File: src/rtl/sprite_line_scheduler.sv
// sprite_line_scheduler: builds one scanline of sprites by sharing one ROM port across all slots
//  Clk, Reset_n                 clock, async active-low reset
//  LineStart, NextLine          start pulse and scanline to build
//  SpriteX/Y/En/Flip            packed per-slot position, enable, mirror
//  RomSel, RomAddr -> RomData   ROM port, data one cycle after address
//  LbWe, LbAddr, LbData         line-buffer writes of opaque pixels
//  Busy, Done                   build in progress, completion pulse
module sprite_line_scheduler #(
   parameter int          NUM_SPRITES = 4,
   parameter int          LINE_WIDTH  = 640,
   parameter logic [23:0] TRANS_KEY   = 24'hFFD700,
   localparam int         SW          = $clog2(NUM_SPRITES)
) (
   input  logic                     Clk,
   input  logic                     Reset_n,
   input  logic                     LineStart,
   input  logic [9:0]               NextLine,
   input  logic [10*NUM_SPRITES-1:0] SpriteX,
   input  logic [10*NUM_SPRITES-1:0] SpriteY,
   input  logic [NUM_SPRITES-1:0]   SpriteEn,
   input  logic [NUM_SPRITES-1:0]   SpriteFlip,
   output logic [SW-1:0]            RomSel,
   output logic [7:0]               RomAddr,
   input  logic [23:0]              RomData,
   output logic                     LbWe,
   output logic [9:0]               LbAddr,
   output logic [23:0]              LbData,
   output logic                     Busy,
   output logic                     Done
);
   typedef enum logic [1:0] {IDLE, SCAN, FETCH, DONE} state_t;
   state_t state, state_nx;
   logic [9:0]               line_q;
   logic [10*NUM_SPRITES-1:0] x_q, y_q;
   logic [NUM_SPRITES-1:0]   en_q, flip_q;
   logic [SW-1:0]            slot;
   logic [4:0]               cnt;
   logic [3:0]               row;
   logic [9:0]               cur_x, cur_y, d;
   logic                     cur_en, cur_flip, hit, last, fetch, rd, px_ok;
   logic [10:0]              px_x;
   always_comb begin
      cur_x = '0;
      cur_y = '0;
      cur_en = 1'b0;
      cur_flip = 1'b0;
      for (int i = 0; i < NUM_SPRITES; i++)
         if (slot == SW'(i)) begin
            cur_x = x_q[10*i +: 10];
            cur_y = y_q[10*i +: 10];
            cur_en = en_q[i];
            cur_flip = flip_q[i];
         end
   end
   assign d    = line_q - cur_y;
   assign hit  = cur_en && line_q >= cur_y && d < 10'd16;
   assign last = slot == '0;
   always_comb begin
      state_nx = state;
      case (state)
         IDLE:    state_nx = LineStart ? SCAN : IDLE;
         SCAN:    state_nx = hit ? FETCH : last ? DONE : SCAN;
         FETCH:   state_nx = cnt == 5'd16 ? (last ? DONE : SCAN) : FETCH;
         default: state_nx = IDLE;
      endcase
   end
   always_ff @(posedge Clk or negedge Reset_n)
      if (!Reset_n) state <= IDLE;
      else state <= state_nx;
   always_ff @(posedge Clk or negedge Reset_n)
      if (!Reset_n) begin
         line_q <= '0;
         x_q <= '0;
         y_q <= '0;
         en_q <= '0;
         flip_q <= '0;
         slot <= '0;
         cnt <= '0;
         row <= '0;
      end else
         case (state)
            IDLE: if (LineStart) begin
               line_q <= NextLine;
               x_q <= SpriteX;
               y_q <= SpriteY;
               en_q <= SpriteEn;
               flip_q <= SpriteFlip;
               slot <= SW'(NUM_SPRITES - 1);
            end
            SCAN: if (hit) begin
               cnt <= '0;
               row <= d[3:0];
            end else slot <= slot - 1'b1;
            FETCH: if (cnt == 5'd16) slot <= slot - 1'b1;
               else cnt <= cnt + 1'b1;
            default: ;
         endcase
   // Fetch cycle cnt issues column cnt; the pixel returned in that cycle belongs to column cnt-1.
   assign fetch   = state == FETCH;
   assign rd      = fetch && !cnt[4];
   assign RomSel  = rd ? slot : '0;
   assign RomAddr = rd ? {row, cur_flip ? ~cnt[3:0] : cnt[3:0]} : '0;
   assign px_x    = {1'b0, cur_x} + 11'(cnt - 5'd1);
   assign px_ok   = fetch && cnt != '0 && RomData != TRANS_KEY && px_x < 11'(LINE_WIDTH);
   assign LbWe    = px_ok;
   assign LbAddr  = px_ok ? px_x[9:0] : '0;
   assign LbData  = px_ok ? RomData : '0;
   assign Busy    = state == SCAN || state == FETCH;
   assign Done    = state == DONE;
endmodule
File: config.mk
export PLATFORM = sky130hd
export DESIGN_NAME = sprite_line_scheduler
export DESIGN_NICKNAME = d
export VERILOG_FILES = /design/src/rtl/sprite_line_scheduler.sv
export SDC_FILE = /design/constraint.sdc
export NUM_CORES = 1
export LEC_CHECK = 0
export CAP_MARGIN = 20
export CORE_MARGIN = 5
export CORE_UTILIZATION = 50
export DETAILED_ROUTE_END_ITERATION = 16
export PLACE_DENSITY = 0.8
export SYNTH_ARGS = -nofsm -noshare
export SYNTH_HDL_FRONTEND = slang
export SYNTH_SLANG_ARGS = --single-unit
File: constraint.sdc
create_clock -name Clk -period 9.4 [get_ports Clk]
set_input_delay 0.94 -clock Clk [delete_from_list [all_inputs] [get_ports Clk]]
set_output_delay 0.94 -clock Clk [all_outputs]
set_load 0.1 [all_outputs]
# --- After elaboration in Yosys (flattened, before gate mapping) ---
# Index checks and enable logic that the tools add are counted.
op_classes:
  n_eq_ne: 13
  magnitude_cmp: 3
  reduce_logical: 17
  addsub: 5
  bitwise: 1
  n_mux: 33
ops:
  columns: ["cell", "count"]
  rows:
  - ["two-way mux 10 bit", 9]
  - ["two-way mux 24 bit", 1]
  - ["!= test 24 bit (second input constant)", 1]
  - ["two-way mux 2 bit", 7]
  - ["one-hot mux 2 bit (3 select lines)", 2]
  - ["adder 10 x 11 -> 11 bit", 1]
  - ["less-than comparator 11 x 10 -> 1 bit (second input constant)", 1]
  - [">= comparator 10 bit", 1]
  - ["less-than comparator 10 x 5 -> 1 bit (second input constant)", 1]
  - ["two-way mux 5 bit", 2]
  - ["one-hot mux 5 bit (2 select lines)", 1]
  - ["subtractor 10 bit", 1]
  - ["two-way mux 1 bit", 9]
  - ["equality test 2 bit (second input constant)", 4]
  - ["two-way mux 8 bit", 1]
  - ["!= test 2 bit (second input constant)", 4]
  - ["logical AND 1 bit", 6]
  - ["subtractor 5 x 1 -> 6 bit (second input constant)", 1]
  - ["adder 5 x 1 -> 5 bit (second input constant)", 1]
  - ["equality test 5 bit (second input constant)", 1]
  - ["nonzero test 5 bit", 1]
  - ["equality test 2 x 1 -> 1 bit (second input constant)", 2]
  - ["zero test 2 bit", 2]
  - ["two-way mux 4 bit", 1]
  - ["10 further kinds", 11]
word_totals:
  ff_bits: 111
  elab_cells: 81
  input_bits: 125
  output_inout_bits: 47

# --- Longest topological paths before layout ---
logic_depth:
  depth_word: 10
  depth_mapped: 20
  mapped_depth_nobuf: 19

# --- Worst setup path before layout ---
# Ideal clock, no wire load.
synth_path:
  kind: "reg2out"
  start: "reg slot[0]"
  end: "out LbAddr[2]"
  slack_ns: 2.986
  t_required_ns: 8.460
  n_path_buf: 3
  stages_incl_launch_ff: 19
  t_arrival_ns: 5.474
  path_cell_list: "dfrtp_1 > inv_1 > ha_1 > buf_2 > nor2b_1 > clkbuf_1 > clkbuf_1 > a22oi_1 > nor2_1 > a21oi_1 > o21ai_0 > fa_1 > a21o_1 > a211oi_1 > o21bai_1 > o31ai_4 > xor2_1 > a21oi_1 > nor3_1"
synth_via:
  elab_chain_len: 9
  elab_cells_between_ends: 12
  cone_classes: "add/sub (1); order compare (1); eq/ne (3); mux (5); reduce/logical (2)"
synth_lines:
  columns: ["item", "line", "text"]
  rows:
  - ["from (decl)", "36", "logic [SW-1:0] slot;"]
  - ["from (signal assigned)", "88", "slot <= SW'(NUM_SPRITES - 1);"]
  - ["from (signal assigned)", "93", "end else slot <= slot - 1'b1;"]
  - ["from (signal assigned)", "94", "FETCH: if (cnt == 5'd16) slot <= slot - 1'b1;"]
  - ["zero test 2 bit", "48", "if (slot == SW'(i)) begin"]
  - ["two-way mux 10 bit (3 in a row)", "48", null]
  - ["two-way mux 10 bit (*)", "48", null]
  - ["adder 10 x 11 -> 11 bit (*)", "103", "assign px_x = {1'b0, cur_x} + 11'(cnt - 5'd1);"]
  - ["less-than comparator 11 x 10 -> 1 bit", "104", "assign px_ok = fetch && cnt != '0 && RomData != TRANS_KEY && px_x < 11'(LINE_WIDTH);"]
  - ["logical AND 1 bit", "104", null]
  - ["two-way mux 10 bit (*)", "106", "assign LbAddr = px_ok ? px_x[9:0] : '0;"]
  - ["to (decl)", "26", "output logic [9:0] LbAddr,"]
# Every way passes the cells marked *; elsewhere a longest branch is shown, timed or not.

# --- Worst setup path after layout ---
layout_path:
  start: "reg slot[1]"
  end: "out LbAddr[1]"
# Same word-level chain as after synthesis.

==> flow_summary.ini <==
[clock_network]
cts.repair.resized = 0
htree_levels = 3
ctsHoldBuffers = 0
insertion_delay_ns = 0.35
postCtsSetupBuffers = 0
root_buffer = clkbuf_16
cts_tree = done
clk_path_buf_depth = 2
clkTransAtPathRegs_ns = 0.07
cts.sinks = 111
cts_made_buffers = 9

[finish]
insertedDiodeCount = 0
most-common-layout-cells = clkdlybuf4s50_1 (170), dfrtp_1 (111), mux2_2 (98)
n_fill_cell = 1014
drive_above_1_share = 0.1808
area_growth_syn_to_layout_pct = 33.49
final_common_cell = clkdlybuf4s50_1
nets = 943
fin_util = 0.6841

[synth]
yosys-top-cells-area = dfrtp_1 (43%), mux2_2 (17%), ha_1 (5.8%)
synth_cells = 629
ys_ff_latch = 111
yosysWarnings = 0
synthArstFlopShare = 1.000
yosysTopAreaCell = dfrtp_1
synth_edf_count = 0
yosysTopAreaCellShare = 0.4260
synth_cell_types = 68
synth-seq-area-share = 0.4260
syn_avg_cell_area_um2 = 10.37
synthFlopType = dfrtp_1
syn_nets = 786
syn_area_um2 = 6520

[route]
drt_pre_antenna_iters = 5
vias = 5284
wl_per_cell_um = 17.18
antenna_left = 0
drt-initial-drc-count = 288
routed_via_density = 5.487
wl_mm = 16.55
drcViolationCount = 0

[die]
row_count = 41
coreArea_um2 = 12720
die_w_um = 124.2
die_y_um = 124.2
start_util = 0.5125
io_pins = 172
die-area_um2 = 15420

[critical_path]
cp-end-kind = output port
critical-path-slowest-cell = clkdlybuf4s50_1
r2r_start = slot[0]
path_max_fanout = 28
crit_family = compound AO/OA/AOI/OAI gates
path_class = flop to output port
critPathBufInv = 3
cp.arrival_ns = 5.83
r2r_slack_ns = 4.66
cp-start-kind = flop
required_ns = 8.46
cpPeakStageDelay_ns = 1.14
reg2regPathDepth = 17
crit_chain = inv_1, ha_1, buf_16, nor2b_1, a22oi_1, nor2_1, a21oi_1, o21ai_0, ha_1, fa_1, a21o_1, a211oi_1, o21bai_1, o31ai_4, xor2_1, a21oi_1, nor2_4, and2_1, clkdlybuf4s50_1
reg2reg_to = slot[0]

[placement]
dpl.hpwl_mm = 12.78
io_buffer_count = 171
pre_cts_ws_ns = 2.543
gp_congestion = 0.8878

[power_and_ir_drop]
leakagePower_nw = 3.626
clkPwrFrac = 0.120
p_seq_frac = 0.268
p_comb_frac = 0.611
swShare = 0.4429
switchingPower_mw = 1.388
total_power_mw = 3.133
p_per_area_nw_per_um2 = 360.0
peakVddDrop_v = 0.0001590
internal_power_mw = 1.745

[sta]
layout_setup_ws_ns = 2.631
period_minus_slack_ns = 6.769
hold_slack_ns = 0.4698
fmax_mhz = 147.7
slew_viol_final = 0
min_period_over_period = 0.7201
fin_worst_skew_ns = 0.01011
hold_violations = 0
worst_pin_slew_ns = 1.004
maxSlewHeadroom = 0.3287
rsz0062_at_grt = false
setup_viol = 0
tns_ns = 0

[grt]
antenna_found_initial = 0
grtUsageTotal = 0.2171
grt_overflow = 0
grt_first_pass_wirelength_mm = 26.38
grt_max_degree = 94
first_global_vias = 5446

[flow_run]
drv_cap = 0

[min_path]
hp-class = input port to asynchronous set/reset pin

[run_status]
outcome = completed
==> synth_stat cells (4+ instances only) <==
cell and number:
a21oi_1 49, a22oi_1 16, and2_1 31, and3_1 4, buf_1 6, buf_2 4
clkbuf_1 18, dfrtp_1 111, ha_1 30, inv_1 18, mux2_2 98, nand2_1 34
nand2b_1 4, nand3_1 8, nand4_1 4, nor2_1 62, nor3_1 16, o21a_1 4
o21ai_0 24, xnor2_1 8, xor2_1 8
==> worst max-delay path by stage <==
| stage | slack [ns] | to | cells past startpoint | from |
|---|---|---|---|---|
| 6_report | 2.63 | LbAddr[1] | 19 | slot[1] |
| 5_1_grt | 2.21 | LbData[18] | 19 | slot[1] |
| 4_1_cts | 2.13 | LbData[13] | 18 | slot[1] |
| 3_5_place_dp | 2.54 | LbData[13] | 18 | slot[1] |
| 3_3_place_gp | 2.85 | LbData[10] | 18 | slot[1] |
| 2_1_floorplan | 2.99 | LbAddr[2] | 18 | slot[0] |
==> per-layer routing <==
metal  wire (µm)  GRT usage  part of all wire
met3        1264    0.04950             0.076
met1        7141     0.2818              0.43
met5           0          0                 0
met4         226    0.04791             0.014
met2        7914     0.3720              0.48
==> logic make-up after synthesis <==
group / after synthesis / synth area share
AND/OR/NAND/NOR: 187 / 0.1483
AO/OA/AOI/OAI: 133 / 0.1340
flip-flops: 111 / 0.4260
multiplexers: 99 / 0.1716
buffers and inverters: 51 / 0.03492
adder cells (fa/ha/maj): 32 / 0.06371
XOR/XNOR: 16 / 0.02149
==> power by group through the flow <==
stage / clock [mW] / combinational, mW / sequential [mW]
detailed placement: 0 / 1.88 / 0.845
finish: 0.377 / 1.92 / 0.841
CTS: 0.387 / 1.89 / 0.837
global placement: 0 / 1.80 / 0.833
floorplan: 0 / 1.49 / 0.802
global route: 0.404 / 2.11 / 0.863
==> layout make-up <==
type | count | area (µm²) | share of cell area
multi-input cells | 467 | 3522 | 0.4047
flip-flops and latches | 111 | 2778 | 0.3191
repair buffers | 179 | 1822 | 0.2093
clock buffers | 10 | 239.0 | 0.02746
well taps | 172 | 215.2 | 0.02473
inverters | 18 | 67.56 | 0.007763
clock inverters | 6 | 60.06 | 0.006901
==> sequential cells by signal, summed over array words and instances, names as in the netlist <==
signal	count
x_q	40
y_q	40
line_q	10
cnt	5
en_q	4
flip_q	4
row	4
slot	2
state	2
==> stage by stage <==
stage | area (µm²) | std cells
floorplan | 6520 | 629
global placement | 8329 | 944
detailed placement | 8329 | 944
CTS | 8628 | 960
global route | 8703 | 963
finish | 8703 | 963
Note: power is estimated with default switching activity, not from simulation.
